==> src/rtl/mio_pkg.sv <==
// Shared definitions for the memory-mapped I/O bus controller:
// FSM encoding, default slave windows and the bus-error read value.
package mio_pkg;

  localparam logic [1:0] ST_IDLE   = 2'd0;
  localparam logic [1:0] ST_ACCESS = 2'd1;
  localparam logic [1:0] ST_RESP   = 2'd2;
  localparam logic [1:0] ST_ERR    = 2'd3;

  localparam logic [31:0] RAM_BASE  = 32'h0000_0000;
  localparam logic [31:0] RAM_MASK  = 32'hFFFF_0000;
  localparam logic [31:0] VRAM_BASE = 32'h000C_0000;
  localparam logic [31:0] VRAM_MASK = 32'hFFFF_0000;
  localparam logic [31:0] SEG7_BASE = 32'hFFFF_FE00;
  localparam logic [31:0] SEG7_MASK = 32'hFFFF_FF00;
  localparam logic [31:0] LED_BASE  = 32'hFFFF_FF00;
  localparam logic [31:0] LED_MASK  = 32'hFFFF_FF00;

  localparam logic [31:0] BUS_ERR_RDATA = 32'h0000_0000;

endpackage

==> src/rtl/mio_addr_decode.sv <==
// Combinational base/mask window decoder with lowest-index priority.
// Shared between the CPU-side controller and other bus ports.
module mio_addr_decode #(
  parameter int N     = 4,
  parameter int IDX_W = (N > 1) ? $clog2(N) : 1
) (
  input  logic [31:0]      addr,
  input  logic [N*32-1:0]  base,
  input  logic [N*32-1:0]  mask,
  output logic             hit,
  output logic [IDX_W-1:0] idx
);

  always_comb begin
    // NOTE: defaults first so every path assigns hit/idx and no latch is inferred.
    hit = 1'b0;
    idx = '0;
    // Scan downward so the lowest matching index is the last one written.
    for (int i = N - 1; i >= 0; i--) begin
      if ((addr & mask[i*32 +: 32]) == base[i*32 +: 32]) begin
        hit = 1'b1;
        idx = IDX_W'(i);
      end
    end
  end

endmodule

==> src/rtl/mio_bus_arb.sv <==
// CPU-side memory-mapped I/O bus controller with per-slave ready handshake and timeout.
// Optional error-capture status register enabled by defining MIO_ERR_CAPTURE_EN.
module mio_bus_arb
  import mio_pkg::*;
#(
  parameter int                     N_SLAVES    = 4,
  parameter logic [N_SLAVES*32-1:0] SLV_BASE    = {LED_BASE, SEG7_BASE, VRAM_BASE, RAM_BASE},
  parameter logic [N_SLAVES*32-1:0] SLV_MASK    = {LED_MASK, SEG7_MASK, VRAM_MASK, RAM_MASK},
  parameter int                     TIMEOUT     = 16,
  parameter logic [31:0]            STATUS_ADDR = 32'hFFFF_FFF8
) (
  input  logic                     clk,
  input  logic                     rst_n,
  input  logic                     cpu_req,
  input  logic                     cpu_we,
  input  logic [31:0]              cpu_addr,
  input  logic [31:0]              cpu_wdata,
  output logic                     cpu_ack,
  output logic                     cpu_err,
  output logic [31:0]              cpu_rdata,
  output logic                     cpu_wait,
  output logic [N_SLAVES-1:0]      s_sel,
  output logic                     s_we,
  output logic [31:0]              s_addr,
  output logic [31:0]              s_wdata,
  input  logic [N_SLAVES*32-1:0]   s_rdata,
  input  logic [N_SLAVES-1:0]      s_ready
);

  localparam int IDX_W = (N_SLAVES > 1) ? $clog2(N_SLAVES) : 1;
  localparam int TMR_W = (TIMEOUT > 1) ? $clog2(TIMEOUT) : 1;

  logic [1:0]       state;
  logic [IDX_W-1:0] idx;
  logic [TMR_W-1:0] timer;
  logic             dec_hit;
  logic [IDX_W-1:0] dec_idx;
  logic             timeout_hit;

  mio_addr_decode #(.N(N_SLAVES), .IDX_W(IDX_W)) u_decode (
    .addr (cpu_addr),
    .base (SLV_BASE),
    .mask (SLV_MASK),
    .hit  (dec_hit),
    .idx  (dec_idx)
  );

  assign timeout_hit = (TIMEOUT != 0) && (timer == TMR_W'(TIMEOUT - 1));

  // Ack and error are pure functions of the response states, so reset clears them.
  assign cpu_ack  = (state == ST_RESP) || (state == ST_ERR);
  assign cpu_err  = (state == ST_ERR);
  assign cpu_wait = cpu_req & ~cpu_ack;

`ifdef MIO_ERR_CAPTURE_EN
  logic [31:0] err_addr;
  logic [7:0]  err_cnt;
  logic        status_hit;

  // addr[2] selects between the two status words, so bits [2:0] are excluded.
  assign status_hit = (cpu_addr[31:3] == STATUS_ADDR[31:3]);
`endif

  always_ff @(posedge clk) begin
    if (!rst_n) begin
      state     <= ST_IDLE;
      idx       <= '0;
      timer     <= '0;
      cpu_rdata <= '0;
      s_sel     <= '0;
      s_we      <= 1'b0;
      s_addr    <= '0;
      s_wdata   <= '0;
`ifdef MIO_ERR_CAPTURE_EN
      err_addr  <= '0;
      err_cnt   <= '0;
`endif
    end else begin
      // NOTE: non-blocking assignments keep every register update tied to the same edge.
      case (state)
        ST_IDLE: begin
          if (cpu_req) begin
`ifdef MIO_ERR_CAPTURE_EN
            if (status_hit) begin
              state     <= ST_RESP;
              cpu_rdata <= cpu_addr[2] ? err_addr : {err_cnt, 24'h0};
              if (cpu_we) begin
                err_addr <= '0;
                err_cnt  <= '0;
              end
            end else
`endif
            if (dec_hit) begin
              state   <= ST_ACCESS;
              idx     <= dec_idx;
              timer   <= '0;
              s_sel   <= N_SLAVES'(1) << dec_idx;
              s_we    <= cpu_we;
              s_addr  <= cpu_addr;
              s_wdata <= cpu_wdata;
            end else begin
              state     <= ST_ERR;
              cpu_rdata <= BUS_ERR_RDATA;
`ifdef MIO_ERR_CAPTURE_EN
              err_addr  <= cpu_addr;
              if (err_cnt != 8'hFF) err_cnt <= err_cnt + 8'd1;
`endif
            end
          end
        end

        ST_ACCESS: begin
          // Ready is checked first so it wins over a simultaneous timeout.
          if (s_ready[idx]) begin
            state     <= ST_RESP;
            cpu_rdata <= s_rdata[idx*32 +: 32];
            s_sel     <= '0;
            s_we      <= 1'b0;
          end else if (timeout_hit) begin
            state     <= ST_ERR;
            cpu_rdata <= BUS_ERR_RDATA;
            s_sel     <= '0;
            s_we      <= 1'b0;
`ifdef MIO_ERR_CAPTURE_EN
            err_addr  <= s_addr;
            if (err_cnt != 8'hFF) err_cnt <= err_cnt + 8'd1;
`endif
          end else begin
            timer <= timer + 1'b1;
          end
        end

        default: state <= ST_IDLE;
      endcase
    end
  end

endmodule

==> config.mk <==
export PLATFORM = sky130hd
export DESIGN_NAME = mio_bus_arb
export DESIGN_NICKNAME = d
export VERILOG_FILES = /design/src/rtl/mio_pkg.sv /design/src/rtl/mio_addr_decode.sv /design/src/rtl/mio_bus_arb.sv
export SDC_FILE = /design/constraint.sdc
export NUM_CORES = 1
export LEC_CHECK = 0
export ABC_CLOCK_PERIOD_IN_PS = 2400
export CORE_AREA = 2 2 119 121
export CTS_BUF_LIST = sky130_fd_sc_hd__clkbuf_4
export DETAILED_ROUTE_END_ITERATION = 12
export DIE_AREA = 0 0 121 123
export PLACE_DENSITY = 0.75
export RECOVER_POWER = 50
export SLEW_MARGIN = 40
export SYNTH_ARGS = -nofsm -noshare
export SYNTH_HDL_FRONTEND = slang
export SYNTH_SLANG_ARGS = --single-unit
==> constraint.sdc <==
create_clock -name clk -period 2.4 [get_ports clk]
set_input_delay 0.36 -clock clk [delete_from_list [all_inputs] [get_ports clk]]
set_output_delay 0.36 -clock clk [all_outputs]
set_load 0.02 [all_outputs]
==> results of run 1 <==
-- cell type report --
type                       count  area (um^2)
fill                        1130         5393
timing repair buffer         321         3213
multi-input combinational    323         2414
sequential                   109         2182
tap                          180        225.2
clock inverter                 6        111.4
clock buffer                   9        67.56
inverter                       1        3.754
antenna                        1        2.502
-- worst register-to-register path, delay by kind of cell (launching register included) --
kind,cells,cell delay (ns)
and+or+nand+nor,2,0.27
AOI/OAI and AO/OA,3,0.64
DFF,1,0.46
muxes,1,0.61
-- through the flow --
stage                     cell area, um^2  TNS [ns]  hold slack (ns)
after CTS                            8227         0           0.3096
final                                8219         0           0.3602
after floorplan                      4772         0           0.4475
after global routing                 8219         0           0.3224
after global placement               8048    -2.879           0.4500
after detailed placement             8048    -8.794           0.4565
-- cell families (layout without fill, tap and decap cells) --
group / count (synthesis) / after routing / share of synthesized area [%]
other: 0 / 1 / 0
buffers and inverters: 40 / 337 / 3.697
muxes: 33 / 33 / 15.57
DFF: 109 / 109 / 45.73
adders and majority gates: 1 / 1 / 0.2622
xor gates and xnor gates: 1 / 1 / 0.1836
and+or+nand+nor: 168 / 168 / 14.84
AOI/OAI and AO/OA: 120 / 120 / 19.72
-- registers in the layout, indices dropped and copies added, names as in the netlist --
register / flops
s_wdata: 32
s_addr: 32
cpu_rdata: 32
timer: 4
idx: 2
state: 2
s_we: 1
s_sel: 4
-- worst max path at each step --
stage | start | to | cells after the start
after global placement | cpu_addr[9] | cpu_rdata[26]$_SDFFE_PN0P_ | 9
after detailed placement | cpu_addr[23] | cpu_rdata[25]$_SDFFE_PN0P_ | 9
after global routing | cpu_addr[22] | s_sel[1]$_SDFFE_PN0P_ | 8
final | cpu_addr[23] | s_sel[0]$_SDFFE_PN0P_ | 8
after floorplan | idx[0]$_SDFFE_PN0P_ | timer[2]$_SDFFE_PN0P_ | 6
after CTS | state[1]$_SDFFE_PN0P_ | cpu_err | 2
-- power by group through the flow --
stage | registers [mW] | logic, mW | clock network, mW
2_1_floorplan | 1.92 | 0.164 | 0
3_3_place_gp | 1.89 | 0.613 | 0
3_5_place_dp | 1.89 | 0.621 | 0
4_1_cts | 1.85 | 0.627 | 1.16
5_1_grt | 1.86 | 0.650 | 1.24
6_report | 1.85 | 0.617 | 1.11
-- metal layers --
layer  wire, um  up-vias  track usage, %  share of wire, %
met2       8777      173           37.85                51
met3       1144       34           6.273               6.6
met4        447        0           7.340               2.6
met1       6877     2296           27.32                40
li1           -     2283               -                 -
met5          0        -               0                 0
-- synthesized netlist by cell type, types with 2 or more instances --
cell type | count | area (um^2)
a21boi_0 | 63 | 473.0
a21boi_1 | 2 | 15.01
a21oi_1 | 3 | 15.01
a22o_1 | 32 | 280.3
and2_1 | 2 | 12.51
and3_1 | 2 | 12.51
buf_2 | 6 | 30.03
buf_4 | 3 | 22.52
clkbuf_1 | 29 | 108.9
dfxtp_1 | 109 | 2182
mux4_2 | 33 | 743.2
nand2_1 | 126 | 473.0
nand2b_1 | 2 | 12.51
nand3_1 | 7 | 35.03
nand4_1 | 7 | 43.79
nor2_1 | 10 | 37.54
nor2b_1 | 2 | 12.51
nor3_1 | 2 | 10.01
nor4_1 | 4 | 25.02
o21ai_0 | 8 | 40.04
o41ai_1 | 3 | 26.28
-- cell usage in the layout (no fill, tap or decap), types with 2 or more instances in the layout --
cell type          n
dfxtp_1          109
nor4_1             4
nand3_1            7
o41ai_1            3
nor3_1             2
buf_12             4
clkbuf_4           9
o21ai_0            9
nor2_1            10
nand2_1          126
a21oi_1            3
clkdlybuf4s50_1  201
nor2b_1            2
mux4_2            33
buf_4             14
bufinv_16          3
dlygate4sd3_1    101
and3_1             2
a21boi_1           2
nand4_1            7
a22o_1            32
and2_1             2
nand2b_1           2
a21boi_0          63
==> summary.md, run 1 <==
| Metric | Value |
|---|---|
| Outcome | finished clean |
| Postcts setup bufs | 0 |
| CP Class | input port to flip-flop |
| RSZ-0062 raised after global routing | no |
| Die Height | 123 um |
| Setup WS post-layout | 0.1755 ns |
| Wirelength per Cell | 18.15 um |
| Leak | 3.165 nW |
| Critical Path End Type | flip-flop |
| Total nets after synthesis | 673 |
| Switching Share | 22.54% |
| Clock skew | 0.01130 ns |
| Die area | 0.01488 mm^2 |
| Placement Setup Slack | -0.1580 ns |
| HP Start | rst_n |
| FF+latch count, synth | 109 |
| Hold buffer count at cts | 0 |
| Hold Path Sink | idx[0]$_SDFFE_PN0P_ |
| Num rows | 43 |
| Critical Path AT | 2.59 ns |
| Max-cap violations | 0 |
| Sequential share of the synthesized area | 45.73% |
| Cells after Synth | 472 |
| Crit path time final | 2.225 ns |
| DP Cell Count | 934 |
| Slew headroom | 60.66% |
| Share of power burned in registers | 51.8% |
| Clk_lat worst skew | 0.46 ns |
| Combinational Power Share | 17.2% |
| Routed Antenna Nets | 0 |
| Root Driver | clkbuf_4 |
| CTS Buf Count | 9 |
| Global-route wire length before repair | 25.69 mm |
| Number of global-route vias before repair | 4789 |
| Dpl hpwl | 13.35 mm |
| Final Core Density | 60.38% |
| Worst-Margin Slew | 0.5862 ns |
| Worst vdd ir | 0.3415 mV |
| Worst R2R End | s_sel[0]$_SDFFE_PN0P_ |
| Total power draw | 3.578 mW |
| Fin nets | 966 |
| Starting DRT DRC Count | 299 |
| Net switching power figure | 0.8064 mW |
| CP Launch Type | input port |
| Reg2Reg Setup Slack | 0.33 ns |
| Netlist cell types | 38 |
| PD cells | 435.3 mW/mm^2 |
| Post-synth EDFFs | 0 |
| Vias | 4786 |
| Clk pin slew, worst setup/hold paths | 0.16 ns |
| First-pass DRT Iterations | 4 |
| CTS H-tree lvls | 3 |
| Io pins | 304 |
| Fmax achieved | 0.4495 GHz |
| Port Buffer Count | 303 |
| Syn Area/Cell | 10.11 um^2 |
| Top FF cell, synth | dfxtp_1 |
| CP top delay family | buffers and inverters |
| Int Power | 2.771 mW |
| Grt ovf | 0 |
| Clk pwr share | 31.0% |
| Area growth from synthesis to layout | 72.23% |
| Crit path buffers/inverters | 3 |
| Synth async-reset ratio | 0% |
| Crit-path cells | clkdlybuf4s50_1 > nand4_1 > nor4_1 > buf_4 > and2_1 > buf_4 > o21ai_1 > o41ai_1 |
| Worst Hold Depth | 2 |
| Slowest cell on crit path | clkdlybuf4s50_1 |
| Ys Warns | 0 |
| Hold Crit Class | input port to flip-flop |
| Most used cell, CP | buf_4 |
| Final Hold Vio Count | 0 |
| Count of pins over their slew limit | 0 |
| Crit-path max FO | 9 |
| Gpl congestion | 0.9523 |
| # DRC | 0 |
| Initial antenna violation count | 1 |
| CTS tree | built |
| Final WL | 17.25 mm |
| Critical Path Max Stage Delay | 0.51 ns |
| CTS Buffer Depth | 2 |
| R2r startpoint | idx[0]$_SDFFE_PN0P_ |
| Initial Util | 35.06% |
| TritonCTS Sinks | 109 |
| Total track usage | 22.28% |
| Core area | 0.01361 mm^2 |
| Worst EP required | 2.76 ns |
| Largest net degree at the start of global routing | 54 |
| Ratio of cells with drive above 1 in the final layout | 9.233% |
| Final period util | 92.69% |
| R2R cell count | 6 |
| Post-cts resize count | 0 |
| # setup viols final | 0 |
| Post-DR vias/cell | 5.038 |
| Fin cells | 950 |
| Die width | 121 um |
| Post-synthesis cell area | 0.004772 mm^2 |
Power figures use the tool's default switching activity.
==> run 2, diff against run 1 <==
--- a/config.mk
+++ b/config.mk
@@ -5,12 +5,12 @@
 export SDC_FILE = /design/constraint.sdc
 export NUM_CORES = 1
 export LEC_CHECK = 0
+export ABC_AREA = 1
 export ABC_CLOCK_PERIOD_IN_PS = 2400
-export CORE_AREA = 2 2 119 121
+export CORE_UTILIZATION = 41
 export CTS_BUF_LIST = sky130_fd_sc_hd__clkbuf_4
 export DETAILED_ROUTE_END_ITERATION = 12
-export DIE_AREA = 0 0 121 123
-export PLACE_DENSITY = 0.75
+export PLACE_DENSITY = 0.81
 export RECOVER_POWER = 50
 export SLEW_MARGIN = 40
 export SYNTH_ARGS = -nofsm -noshare
==> summary.md, run 2 <==
| Metric | Value |
|---|---|
| Wirelength per Cell | 13.28 um |
| Crit path time final | 2.127 ns |
| Post-synthesis cell area | 0.005688 mm^2 |
| Top FF cell, synth | dfxtp_1 |
| Regs by FF count | cpu_rdata: 32 flops, s_addr: 32 flops, s_wdata: 32 flops |
| Core area | 0.01340 mm^2 |
| Worst Hold Depth | 3 |
| Starting DRT DRC Count | 400 |
| Area share of the largest cell type after synthesis | 38.36% |
| Fin Setup TNS | 0 ns |
| Reg2Reg Setup Slack | 0.46 ns |
| Critical Path AT | 1.77 ns |
| GR Util met2 | 44.54% |
| Commonest non-fill, non-tap cell in the layout | clkdlybuf4s50_1 |
| CTS Buffer Depth | 2 |
| HP Start | rst_n |
| Grt met1 use | 28.68% |
| Worst vdd ir | 0.2201 mV |
| Cells after Synth | 933 |
| Dpl hpwl | 14.08 mm |
| Max-cap violations | 0 |
| Final instance area | 0.008981 mm^2 |
| Die area | 0.01435 mm^2 |
| Die width | 119.8 um |
| Total track usage | 25.49% |
| Post-DR vias/cell | 4.785 |
| PD cells | 423.5 mW/mm^2 |
| Top cells by area, synth | dfxtp_1 (38%), nor2_1 (16%), nand2_1 (14%) |
| Root Driver | clkbuf_4 |
| Largest net degree at the start of global routing | 77 |
| Ys Warns | 0 |
| Crit-path max FO | 2 |
| Clk_lat worst skew | 0.45 ns |
| Worst-Margin Slew | 0.7099 ns |
| DP Area | 0.008901 mm^2 |
| Ratio of cells with drive above 1 in the final layout | 3.465% |
| RSZ-0062 raised after global routing | no |
| Slew headroom | 52.67% |
| Hold Crit Class | input port to flip-flop |
| Sequential share of the synthesized area | 38.36% |
| R2R cell count | 9 |
| Cell with the most instances after synthesis | nor2_1 |
| R2r startpoint | idx[1]$_SDFFE_PN0P_ |
| Netlist cell types | 22 |
| Critical Path End Type | output pin |
| Leak | 4.127 nW |
| Syn Area/Cell | 6.096 um^2 |
| Synth async-reset ratio | 0% |
| Global-route wire length before repair | 29.25 mm |
| Total nets after synthesis | 1134 |
| Io pins | 304 |
| Commonest cells in the netlist | nor2_1 (246), nand2_1 (215), dfxtp_1 (109) |
| ANT cells | 0 |
| Num rows | 42 |
| Gpl congestion | 0.8879 |
| Final WL | 18.43 mm |
| Final Core Density | 67.02% |
| CP Class | input port to output pin |
| Largest area contributor in the netlist | dfxtp_1 |
| Worst EP required | 2.04 ns |
| Commonest cells after routing, fill and taps aside | clkdlybuf4s50_1 (263), nor2_1 (246), nand2_1 (217) |
| First-pass DRT Iterations | 5 |
| Routed Antenna Nets | 0 |
| Die Height | 119.8 um |
| CTS Buf Count | 9 |
| Fmax achieved | 0.4702 GHz |
| Outcome | finished clean |
| Hold buffer count at cts | 0 |
| Initial Util | 42.45% |
| Initial antenna violation count | 0 |
| Fin nets | 1408 |
| FF+latch count, synth | 109 |
| Worst R2R End | s_sel[0]$_SDFFE_PN0P_ |
| Most Crowded Layer GR | met2 |
| # DRC | 0 |
| Count of pins over their slew limit | 0 |
| CP Launch Type | input port |
| CTS H-tree lvls | 3 |
| # setup viols final | 0 |
| Post-cts resize count | 0 |
| Area growth from synthesis to layout | 57.90% |
| Final period util | 88.62% |
| GR Util met3 | 8.555% |
| Grt ovf | 0 |
| Port Buffer Count | 303 |
| Number of global-route vias before repair | 6032 |
| Postcts setup bufs | 0 |
| Clk pin slew, worst setup/hold paths | 0.17 ns |
| Final Hold Vio Count | 0 |
| Vias | 6641 |
| Hold Path Sink | s_wdata[31]$_SDFFE_PN0P_ |
| TritonCTS Sinks | 109 |
| CTS tree | built |
| Post-synth EDFFs | 0 |
| Clock skew | 0.01319 ns |
-- run 2: metrics by stage --
step / worst slack [ns] / power, mW / instances / hold slack [ns]
2_1_floorplan: 0.8141 / 2.412 / 933 / 0.4949
4_1_cts: 0.2836 / 3.859 / 1388 / 0.4008
5_1_grt: 0.09156 / 4.022 / 1388 / 0.4079
6_report: 0.2732 / 3.804 / 1388 / 0.4369
3_5_place_dp: 0.1938 / 3.016 / 1372 / 0.4600
3_3_place_gp: 0.2365 / 3.010 / 1372 / 0.4533
-- run 2: cell families (layout without fill, tap and decap cells) --
kind of cell,count (synthesis),after routing,share of synthesized area [%]
AO/OA/AOI/OAI,142,142,13.40
adder cells (fa/ha/maj),1,1,0.2199
AND/OR/NAND/NOR,522,522,36.27
buffers and inverters,159,438,11.75
flip-flops,109,109,38.36
-- run 2: area by class of cell --
cell class | instances | area, um^2
Fill cell | 1246 | 4419
Sequential cell | 109 | 2183
Timing Repair Buffer | 324 | 3259
Inverter | 98 | 367.9
Multi-Input combinational cell | 665 | 2834
Clock buffer | 9 | 67.56
Clock inverter | 7 | 48.80
Tap cell | 176 | 220.2
-- run 2: worst max path at each step --
stage                         endpoint    startpoint  cells past startpoint  slack [ns]
2_1_floorplan    s_sel[1]$_SDFFE_PN0P_       cpu_req                      8        0.81
3_3_place_gp       idx[0]$_SDFFE_PN0P_  cpu_addr[19]                     10        0.24
3_5_place_dp   s_addr[30]$_SDFFE_PN0P_  cpu_addr[19]                     11        0.19
4_1_cts                       cpu_wait       cpu_req                      4        0.28
5_1_grt        s_addr[31]$_SDFFE_PN0P_  cpu_addr[19]                      9        0.09
6_report                      cpu_wait       cpu_req                      4        0.27
-- run 2: worst max-delay path, cell delays in order --
cell and delay [ns]:
clkdlybuf4s50_1 0.52, inv_1 0.05, nor2_1 0.18, clkdlybuf4s50_1 0.65
-- run 2: where the power goes --
group	internal [mW]	switching, mW	leakage (nW)	total (mW)
Clock	0.220	0.620	0.0637	0.840
Combinational	0.572	0.448	3.18	1.02
Sequential	1.89	0.0501	0.886	1.94
-- run 2: per-layer routing --
| metal | routed length (um) | share of wire (%) | vias up |
|---|---|---|---|
| li1 | - | - | 3454 |
| met1 | 7328 | 40 | 2902 |
| met2 | 9002 | 49 | 248 |
| met3 | 1598 | 8.7 | 37 |
| met4 | 504 | 2.7 | 0 |
| met5 | 0 | 0 | - |
==> run 3, diff against run 2 <==
--- a/config.mk
+++ b/config.mk
@@ -5,14 +5,15 @@
 export SDC_FILE = /design/constraint.sdc
 export NUM_CORES = 1
 export LEC_CHECK = 0
-export ABC_AREA = 1
 export ABC_CLOCK_PERIOD_IN_PS = 2400
-export CORE_UTILIZATION = 41
+export CORE_UTILIZATION = 44
 export CTS_BUF_LIST = sky130_fd_sc_hd__clkbuf_4
+export CTS_CLUSTER_DIAMETER = 50
 export DETAILED_ROUTE_END_ITERATION = 12
-export PLACE_DENSITY = 0.81
+export PLACE_DENSITY = 0.8
 export RECOVER_POWER = 50
 export SLEW_MARGIN = 40
 export SYNTH_ARGS = -nofsm -noshare
 export SYNTH_HDL_FRONTEND = slang
+export SYNTH_HIERARCHICAL = 1
 export SYNTH_SLANG_ARGS = --single-unit
==> summary.md, run 3 <==
| Metric | Value |
|---|---|
| Dpl hpwl | 21.59 mm |
| Routed Antenna Nets | 0 |
| Root Driver | clkbuf_4 |
| Ys Warns | 6 |
| Final WL | 26.87 mm |
| Crit-path max FO | 4 |
| CTS H-tree lvls | 3 |
| Ratio of cells with drive above 1 in the final layout | 11.95% |
| Clk pin slew, worst setup/hold paths | 0.17 ns |
| Area growth from synthesis to layout | 86.60% |
| Hold Crit Class | input port to flip-flop |
| Grt ovf | 0 |
| DP Area | 0.01261 mm^2 |
| Post-synth EDFFs | 0 |
| Max-cap violations | 0 |
| Compound-cell area share of the yosys netlist | 28.84% |
| Outcome | finished clean |
| Top cells by area, synth | dfxtp_1 (31%), mux4_2 (11%), a21oi_1 (9.6%) |
| Crit path buffers/inverters | 2 |
| CP Class | input port to flip-flop |
| FF+latch count, synth | 109 |
| CP top delay family | simple AND/OR/NAND/NOR gates |
| Crit path time final | 2.328 ns |
| Fmax achieved | 0.4295 GHz |
| Initial Util | 45.56% |
| Global-route wire length before repair | 40.85 mm |
| Crit-path cells | dlygate4sd2_1 > and3_1 > o22a_1 > nand4_1 > or4_4 > nor2b_4 > nand2_2 > nor4bb_4 > buf_4 > a21oi_1 > a21oi_2 > mux2i_1 |
| Clock skew | 0.03129 ns |
| Commonest cells after routing, fill and taps aside | conb_1 (512), clkdlybuf4s50_1 (177), nand2_1 (141) |
| Starting DRT DRC Count | 466 |
| Slowest cell on crit path | or4_4 |
| Worst vdd ir | 0.2711 mV |
| Die area | 0.01642 mm^2 |
| R2R cell count | 5 |
| Critical Path Max Stage Delay | 0.57 ns |
| Netlist cell types | 44 |
| Leak | 6.404 nW |
| TritonCTS Sinks | 109 |
| Num rows | 45 |
| CP Depth | 12 |
| Synth Area in Adders | 0.1787% |
| Gpl congestion | 0.8382 |
| PD cells | 296.4 mW/mm^2 |
| Main combinational cell family by area after synthesis | compound AO/OA/AOI/OAI gates |
| Mux cell area share after synthesis | 11.61% |
| Regs by FF count | cpu_rdata: 32 flops, s_addr: 32 flops, s_wdata: 32 flops |
| Hold buffer count at cts | 0 |
| First-pass DRT Iterations | 5 |
| Worst EP required | 2.80 ns |
| Post-synthesis cell area | 0.007003 mm^2 |
| Critical Path AT | 2.73 ns |
| CTS Buf Count | 9 |
| Sequential share of the synthesized area | 31.16% |
| CTS Buffer Depth | 2 |
| Fill cells | 984 |
| Die Height | 128.2 um |
| # setup viols final | 0 |
| Fin nets | 1886 |
| Worst Hold Depth | 4 |
| Critical Path End Type | flip-flop |
| Core area | 0.01537 mm^2 |
| Area share of the largest cell type after synthesis | 31.16% |
| Count of pins over their slew limit | 0 |
| Cells after Synth | 820 |
| Clk_lat worst skew | 0.49 ns |
| Commonest non-fill, non-tap cell in the layout | conb_1 |
| Vias | 8777 |
| Total track usage | 32.55% |
| Setup WS post-layout | 0.07151 ns |
| Final Hold Vio Count | 0 |
| Die width | 128.2 um |
| Largest area contributor in the netlist | dfxtp_1 |
| Final period util | 97.02% |
| Top FF cell, synth | dfxtp_1 |
| Io pins | 304 |
| Placement Setup Slack | -0.8328 ns |
| Port Buffer Count | 303 |
| Commonest cells in the netlist | nand2_1 (142), a21oi_1 (135), dfxtp_1 (109) |
| Initial antenna violation count | 3 |
| CP Launch Type | input port |
| Xor and xnor fraction of the mapped netlist area | 0% |
| Cell with the most instances after synthesis | nand2_1 |
| Wirelength per Cell | 14.12 um |
| CTS tree | built |
| # DRC | 0 |
| Fin Setup TNS | 0 ns |
| Simple logic cell fraction of the synthesized area | 24.80% |
| Synth async-reset ratio | 0% |
| Total power draw | 3.873 mW |
| Number of global-route vias before repair | 8244 |
| Syn Area/Cell | 8.540 um^2 |
| Post-DR vias/cell | 4.612 |
| Final Core Density | 85.01% |
| Largest net degree at the start of global routing | 54 |
| Final instance area | 0.01307 mm^2 |
==> run 3: power breakdown <==
part	internal, mW	total (mW)	switching, mW
registers	1.83	1.86	0.0225
clock network	0.237	0.923	0.686
logic	0.614	1.09	0.480
total	2.69	3.87	1.19
==> run 3: cells by family (layout without fill, tap and decap cells) <==
| kind of cell | Yosys count | after routing |
|---|---|---|
| buffers and inverters | 49 | 409 |
| adders and majority gates | 1 | 1 |
| other | 2 | 514 |
| AOI/OAI and AO/OA | 299 | 299 |
| muxes | 40 | 40 |
| and+or+nand+nor | 320 | 320 |
| DFF | 109 | 109 |
==> run 3: final cells by class <==
class | instances | area (um^2) | share of cell area (%)
Clock inverter | 7 | 71.32 | 0.5458
Multi-Input combinational cell | 1172 | 6668 | 51.02
Inverter | 2 | 7.507 | 0.05745
Tap cell | 211 | 264.0 | 2.020
Sequential cell | 109 | 2183 | 16.71
Antenna cell | 2 | 5.005 | 0.03830
Clock buffer | 9 | 67.56 | 0.5170
Timing Repair Buffer | 391 | 3801 | 29.09
==> run 3: per-layer routing <==
metal | global-route usage, % | routed length, um
met1 | 38.00 | 10600
met2 | 57.42 | 13330
met3 | 8.389 | 2229
met4 | 11.63 | 698
met5 | 0 | 14
==> run 3: worst paths after layout <==
check	start	to	slack (ns)
worst max-delay path	cpu_addr[10]	timer[1]$_SDFFE_PN0P_	0.07
worst min-delay path	cpu_addr[16]	s_addr[16]$_SDFFE_PN0P_	0.24
worst max register to register	idx[0]$_SDFFE_PN0P_	cpu_rdata[25]$_SDFFE_PN0P_	0.38
worst min register to register	s_wdata[18]$_SDFFE_PN0P_	s_wdata[18]$_SDFFE_PN0P_	0.46
==> run 3: tightest hold or removal path, delay by kind of cell <==
kind	cells	cell delay, ns
and+or+nand+nor	1	0.05
AOI/OAI and AO/OA	1	0.05
buffers and inverters	2	0.23
==> run 3: metrics by stage <==
stage / hold WS, ns / instances
floorplan: 0.4521 / 1330
global placement: 0.4410 / 1867
finish: 0.2438 / 1903
CTS: 0.2816 / 1898
global route: 0.2177 / 1902
detailed placement: 0.4462 / 1867
==> run 3: what timing repair did <==
action / in CTS / in global routing
resized for setup: 69 / 39
setup endpoints to repair: 107 / 84
setup buffers: 14 / 3
pin swaps: 28 / 27
gates cloned: 1 / 0
